**src/rtl/wait_sum_collector.sv**
```systemverilog
// rtl/wait_sum_collector.sv - one-sample-per-episode capture of W into a FWFT FIFO with debug counters
module wait_sum_collector #(
  parameter int DATA_W = 4,
  parameter int DEPTH  = 4,
  parameter int ACC_W  = 8
) (
  input  logic              clk,
  input  logic              reset,
  input  logic [DATA_W-1:0] w_in,
  input  logic              w_load,
  output logic [DATA_W-1:0] out_data,
  output logic              out_valid,
  input  logic              out_ready,
  output logic              full,
  output logic              empty,
  output logic [ACC_W-1:0]  acc,
  output logic [ACC_W-1:0]  sample_cnt,
  output logic [ACC_W-1:0]  drop_cnt,
  output logic              overflow
);

  localparam int PTR_W = $clog2(DEPTH);
  localparam int CNT_W = PTR_W + 1;

  typedef enum logic {ARMED, HELD} state_t;

  state_t             state_q, state_d;
  logic               capture;
  logic               pop;
  logic               push_ok;
  logic               drop;

  logic [DATA_W-1:0]  mem_q [DEPTH];
  logic [PTR_W-1:0]   wr_ptr_q, rd_ptr_q;
  logic [CNT_W-1:0]   count_q;
  logic [ACC_W-1:0]   acc_q, sample_cnt_q, drop_cnt_q;
  logic               overflow_q;

  // Capture FSM state register
  always_ff @(posedge clk) begin
    if (reset) state_q <= ARMED;
    else       state_q <= state_d;
  end

  // Capture FSM next state: one capture on the first high cycle of each w_load episode
  always_comb begin
    state_d = state_q;
    capture = 1'b0;
    case (state_q)
      ARMED: begin
        if (w_load) begin
          capture = 1'b1;
          state_d = HELD;
        end
      end
      HELD: begin
        if (!w_load) state_d = ARMED;
      end
      default: state_d = ARMED;
    endcase
  end

  assign empty     = (count_q == '0);
  assign full      = (count_q == CNT_W'(DEPTH));
  assign out_valid = !empty;
  assign out_data  = mem_q[rd_ptr_q];

  // A full FIFO still accepts a capture when the head leaves in the same cycle
  assign pop     = out_valid & out_ready;
  assign push_ok = capture & (!full | pop);
  assign drop    = capture & full & !pop;

  // FIFO storage; contents are meaningless while empty, so no reset is needed
  always_ff @(posedge clk) begin
    if (push_ok) mem_q[wr_ptr_q] <= w_in;
  end

  // FIFO pointers and occupancy; pointer width makes the modulo-DEPTH wrap implicit
  always_ff @(posedge clk) begin
    if (reset) begin
      wr_ptr_q <= '0;
      rd_ptr_q <= '0;
      count_q  <= '0;
    end else begin
      if (push_ok) wr_ptr_q <= wr_ptr_q + 1'b1;
      if (pop)     rd_ptr_q <= rd_ptr_q + 1'b1;
      if (push_ok && !pop)      count_q <= count_q + 1'b1;
      else if (pop && !push_ok) count_q <= count_q - 1'b1;
    end
  end

  // Debug accounting: totals follow accepted samples, drop count saturates, overflow is sticky
  always_ff @(posedge clk) begin
    if (reset) begin
      acc_q        <= '0;
      sample_cnt_q <= '0;
      drop_cnt_q   <= '0;
      overflow_q   <= 1'b0;
    end else begin
      if (push_ok) begin
        acc_q        <= acc_q + ACC_W'(w_in);
        sample_cnt_q <= sample_cnt_q + 1'b1;
      end
      if (drop) begin
        overflow_q <= 1'b1;
        if (drop_cnt_q != '1) drop_cnt_q <= drop_cnt_q + 1'b1;
      end
    end
  end

  assign acc        = acc_q;
  assign sample_cnt = sample_cnt_q;
  assign drop_cnt   = drop_cnt_q;
  assign overflow   = overflow_q;

endmodule

```
**config.mk**
```make
export PLATFORM = sky130hd
export DESIGN_NAME = wait_sum_collector
export DESIGN_NICKNAME = d
export VERILOG_FILES = /design/src/rtl/wait_sum_collector.sv
export SDC_FILE = /design/constraint.sdc
export NUM_CORES = 1
export LEC_CHECK = 0
export CORE_MARGIN = 4
export CORE_UTILIZATION = 45
export DETAILED_ROUTE_END_ITERATION = 8
export DONT_BUFFER_PORTS = 1
export HOLD_SLACK_MARGIN = 0.08
export PLACE_DENSITY = 0.56
export REMOVE_ABC_BUFFERS = 1
export SLEW_MARGIN = 20
export SYNTH_ARGS = -nofsm -noshare
export SYNTH_HDL_FRONTEND = slang
export SYNTH_SLANG_ARGS = --single-unit
```
**constraint.sdc**
```tcl
create_clock -name clk -period 6.6 [get_ports clk]
set_input_delay 1.32 -clock clk [delete_from_list [all_inputs] [get_ports clk]]
set_output_delay 1.32 -clock clk [all_outputs]
set_load 0.005 [all_outputs]
```
==> results.md <==
- The flow ran to the end, and the final reports show no timing, DRC or antenna violations.
- Clock-pin slew was measured on the worst setup and hold paths at 0.08 ns.
- The violation count after the first detailed-route iteration is 84.
- The area growth from synthesis to final layout is 5.96%.
- The area share of and/or/nand/nor cells after synthesis is 17.5%.
- The cell depth of the worst min-delay path is 2.
- After Yosys synthesis, full adders, half adders and majority gates account for 7.63% of the synthesized area.
- The highest clock frequency the design can meet is 279 MHz.
- The die area is 6390 µm².
- The post-cts hold buffer count is 0.
- The largest total area in the synthesized netlist belongs to sky130_fd_sc_hd__dfxtp_1.
- The number of buffers inserted to repair setup after CTS is 0.
- The routability-driven placement congestion ratio is 0.780.
- The static power due to leakage is 0.905 nW.
- The maximum clock insertion buffer count is 2.
- The buffer type at the clock tree root is sky130_fd_sc_hd__clkbuf_8.
- The number of CTS-inserted buffers is 5.
- The data arrival time of the critical path is 3.81 ns.
- The insertion delay to the later sink of the worst-skew pair is 0.29 ns.
- The async set or reset register ratio after synthesis is 0%.
- Once the floorplan was initialized, standard cells occupied 47.7% of the core.
- The number of primary I/O pins is 40.
- In this run the most critical hold path is launched from wr_ptr_q[1]$_SDFFE_PP0P_.
- The via count of the first global-routing pass came to 1485.
- The number of flip-flops and latches in the synthesized netlist is 51.
- The average instance in the mapped netlist occupies 11.1 µm².
- Once layout is done, the placed cells without fillers occupy 2470 µm².
- The synthesized design devotes to its leading area cell type 30.1% of total area.
- Setup repair after global routing left no endpoint under its margin.
- The number of different library cells used by synthesis comes to 48.
- Entering global routing, the biggest net connects 39 pins.
- The repair_antennas step left the layout with diodes totalling 0.
- Global routing used 14.2% of the available tracks across all layers.
- Dividing the final minimum period by the clock period gives 54.3%.
- Counting every instance in the synthesized netlist gives 209.
- The number of cells on the worst reg-to-reg path is 9.
- The summed negative setup slack over all endpoints is 0 ns.
- sky130_fd_sc_hd__dfxtp_1 is the most common cell in the netlist.
- Counting instances in the post-synthesis netlist gives the leading cell types as sky130_fd_sc_hd__dfxtp_1 (35), sky130_fd_sc_hd__nor2_1 (21), sky130_fd_sc_hd__edfxtp_1 (16), sky130_fd_sc_hd__nand2_1 (13), sky130_fd_sc_hd__a21oi_1 (12).
- The global-route wire length before repair is 7.12 mm.
- The number of hold-slack violations in the final timing report is 0.
- The routed layout has 1535 vias.
- After synthesis, the largest family of logic cells by area is simple AND/OR/NAND/NOR gates.
- Max-cap violations in this run came to 0.
- The detail route stage leaves a number of antenna-violating nets equal to 0.
- The placed instances occupy a cell area of 2360 µm².
- The HPWL after detailed placement is 3.18 mm.
- The detailed-router iteration count before antenna repair is 4.
- For this run, the register share of the synthesized area comes to 50.7%.
- The die is 80.0 µm tall.
- The most frequently used flop master after synthesis is sky130_fd_sc_hd__dfxtp_1.
- The post-synthesis share of cell area spent on xor and xnor gates is 5.26%.
- For this run, design rule violations remaining after detail routing come to 0.
- The number of warnings reported in the yosys synthesis log is 0.
- The worst path in the final design needs a cycle of 3.59 ns, including I/O delays and setup.
- Measured against the total synthesized area, the mux share comes to 6.28%.
- The initial antenna violation count is 0.
- The worst relative slew slack is 48.8%.
- In this run the register-to-register setup slack is 3.74 ns.
- STA puts the critical path data required time at 6.83 ns.
- The ratio of total power to cell area is 303 nW/µm².
- The count of flip-flops with a built-in enable after synthesis is 16.
- The startpoint of the worst-slack reg-to-reg timing path is state_q$_SDFF_PP0_.
- Across the VDD grid, the largest voltage drop is 0.126 mV.
- On the final layout, the worst clock skew is 0.00328 ns.
- In this run the standard cell core region covers 4880 µm².
- The path with the worst hold slack has its endpoint at wr_ptr_q[1]$_SDFFE_PP0P_.
- The synthesized netlist devotes 9.24% of its cell area to compound gates.
- The total power of the final layout is 0.748 mW.
- The endpoint identified for the worst register-to-register timing path is count_q[2]$_SDFFE_PP0P_.
- For the pin with the worst max-slew slack, the measured transition is 0.766 ns.
- The worst setup path is captured at a flip-flop.
- After detailed routing, the average wire length per cell comes to 15.7 µm.
- The detailed-route wire length is 4.32 mm.
- The count of pins over their slew limit came to 0.
- For this design, the sink count on the clock tree is 51.
- The tightest min-delay check is of the flip-flop to flip-flop type.
- The per-cell via count in the routed design is 5.56.
- The setup path with the least slack is of type primary input to flip-flop.
- The number of levels the H-tree was split into is 2.
- The net count of the finished layout is 229.
- The worst setup path is launched from a primary input.
- The cell row count is 25.
- The post-synthesis instance area is 2330 µm².
- After filler insertion, the fill cell instance count of the layout stands at 467.
- The count of port buffers added during placement is 0.
- Setup violations remaining at the end of the flow were counted as 0.
- Sorting the synthesized cells by area gives the leading types as sky130_fd_sc_hd__dfxtp_1 (30%), sky130_fd_sc_hd__edfxtp_1 (21%), sky130_fd_sc_hd__ha_1 (5.9%).
- The horizontal die dimension is 80.0 µm.
- The total overflow left after global routing is 0.
- For this run, the share of the core covered by cells in the final layout is 50.6%.
- TritonCTS built the clock tree.
- The count of instances resized after the clock tree is built is 0.
- The maximum fanout along the worst path is 14.
- The post-route netlist has 9.09% of its cells at a drive strength greater than 1.
power by group:
group	switching (mW)	internal [mW]
logic	0.0804	0.0715
registers	0.0372	0.354
clock network	0.0938	0.111
total	0.211	0.537
worst max path at each step:
stage	startpoint	to	slack [ns]	depth (start not counted)
after floorplan	w_load	count_q[2]$_SDFFE_PP0P_	3.22	9
after global placement	w_load	count_q[2]$_SDFFE_PP0P_	2.90	9
after detailed placement	w_load	count_q[2]$_SDFFE_PP0P_	2.73	9
after CTS	w_load	count_q[2]$_SDFFE_PP0P_	3.04	9
after global routing	w_load	count_q[2]$_SDFFE_PP0P_	2.86	9
final	w_load	count_q[2]$_SDFFE_PP0P_	3.01	9
cell families (layout without fill, tap and decap cells):
group                    after synthesis  after routing
AO/OA/AOI/OAI                         34             34
XOR/XNOR                              14             14
adder cells (fa/ha/maj)               13             13
buffers and inverters                 15             15
flip-flops                            51             51
multiplexers                           9              9
AND/OR/NAND/NOR                       73             73
critical path: stages:
cell,delay (ns)
sky130_fd_sc_hd__nor2b_1,0.60
sky130_fd_sc_hd__nand2_2,0.30
sky130_fd_sc_hd__inv_2,0.29
sky130_fd_sc_hd__ha_1,0.23
sky130_fd_sc_hd__inv_1,0.06
sky130_fd_sc_hd__fa_1,0.38
sky130_fd_sc_hd__xor2_1,0.16
sky130_fd_sc_hd__or3_1,0.31
sky130_fd_sc_hd__a21oi_1,0.16
state kept, by name (all words and copies together), names as in the netlist, named ones only:
name        count
mem_q          16
acc             8
drop_cnt        8
sample_cnt      8
count_q         3
rd_ptr_q        2
wr_ptr_q        2
overflow        1
state_q         1
per-layer routing:
layer / track usage (%) / up-vias / share of wire [%]
li1: - / 749 / -
met1: 16.7 / 740 / 43
met2: 25.0 / 41 / 50
met3: 4.40 / 5 / 6.4
met4: 3.55 / 0 / 1.0
met5: 0 / - / 0
final cells by class:
type,instances,area (µm²),area share (%)
clock inverter,3,38.8,1.57
tap,67,83.8,3.40
clock buffer,5,68.8,2.79
sequential,51,1180,47.8
multi-input combinational,143,1070,43.3
inverter,7,26.3,1.06
layout by cell type, fill, tap and decap left out, types with 2 or more instances in the layout:
master,Yosys,layout
sky130_fd_sc_hd__a211oi_1,4,4
sky130_fd_sc_hd__a21o_1,2,2
sky130_fd_sc_hd__a21oi_1,12,12
sky130_fd_sc_hd__and3_1,5,5
sky130_fd_sc_hd__clkbuf_8,0,5
sky130_fd_sc_hd__dfxtp_1,35,35
sky130_fd_sc_hd__edfxtp_1,16,16
sky130_fd_sc_hd__fa_1,2,2
sky130_fd_sc_hd__ha_1,11,11
sky130_fd_sc_hd__inv_1,6,6
sky130_fd_sc_hd__mux2i_1,3,3
sky130_fd_sc_hd__mux4_2,4,4
sky130_fd_sc_hd__nand2_1,13,13
sky130_fd_sc_hd__nand3_1,6,6
sky130_fd_sc_hd__nand4_1,4,4
sky130_fd_sc_hd__nor2_1,21,21
sky130_fd_sc_hd__nor2b_1,5,5
sky130_fd_sc_hd__o21ai_0,6,6
sky130_fd_sc_hd__o31ai_1,3,3
sky130_fd_sc_hd__or3_1,4,4
sky130_fd_sc_hd__or4_1,2,2
sky130_fd_sc_hd__xnor2_1,5,5
sky130_fd_sc_hd__xor2_1,9,9
metrics by stage:
step	std cells	setup slack, ns	hold WS (ns)
2_1_floorplan	201	3.22	0.460
3_3_place_gp	268	2.90	0.475
3_5_place_dp	268	2.73	0.498
4_1_cts	276	3.04	0.511
5_1_grt	276	2.86	0.541
6_report	276	3.01	0.502
Power figures use the tool's default switching activity.
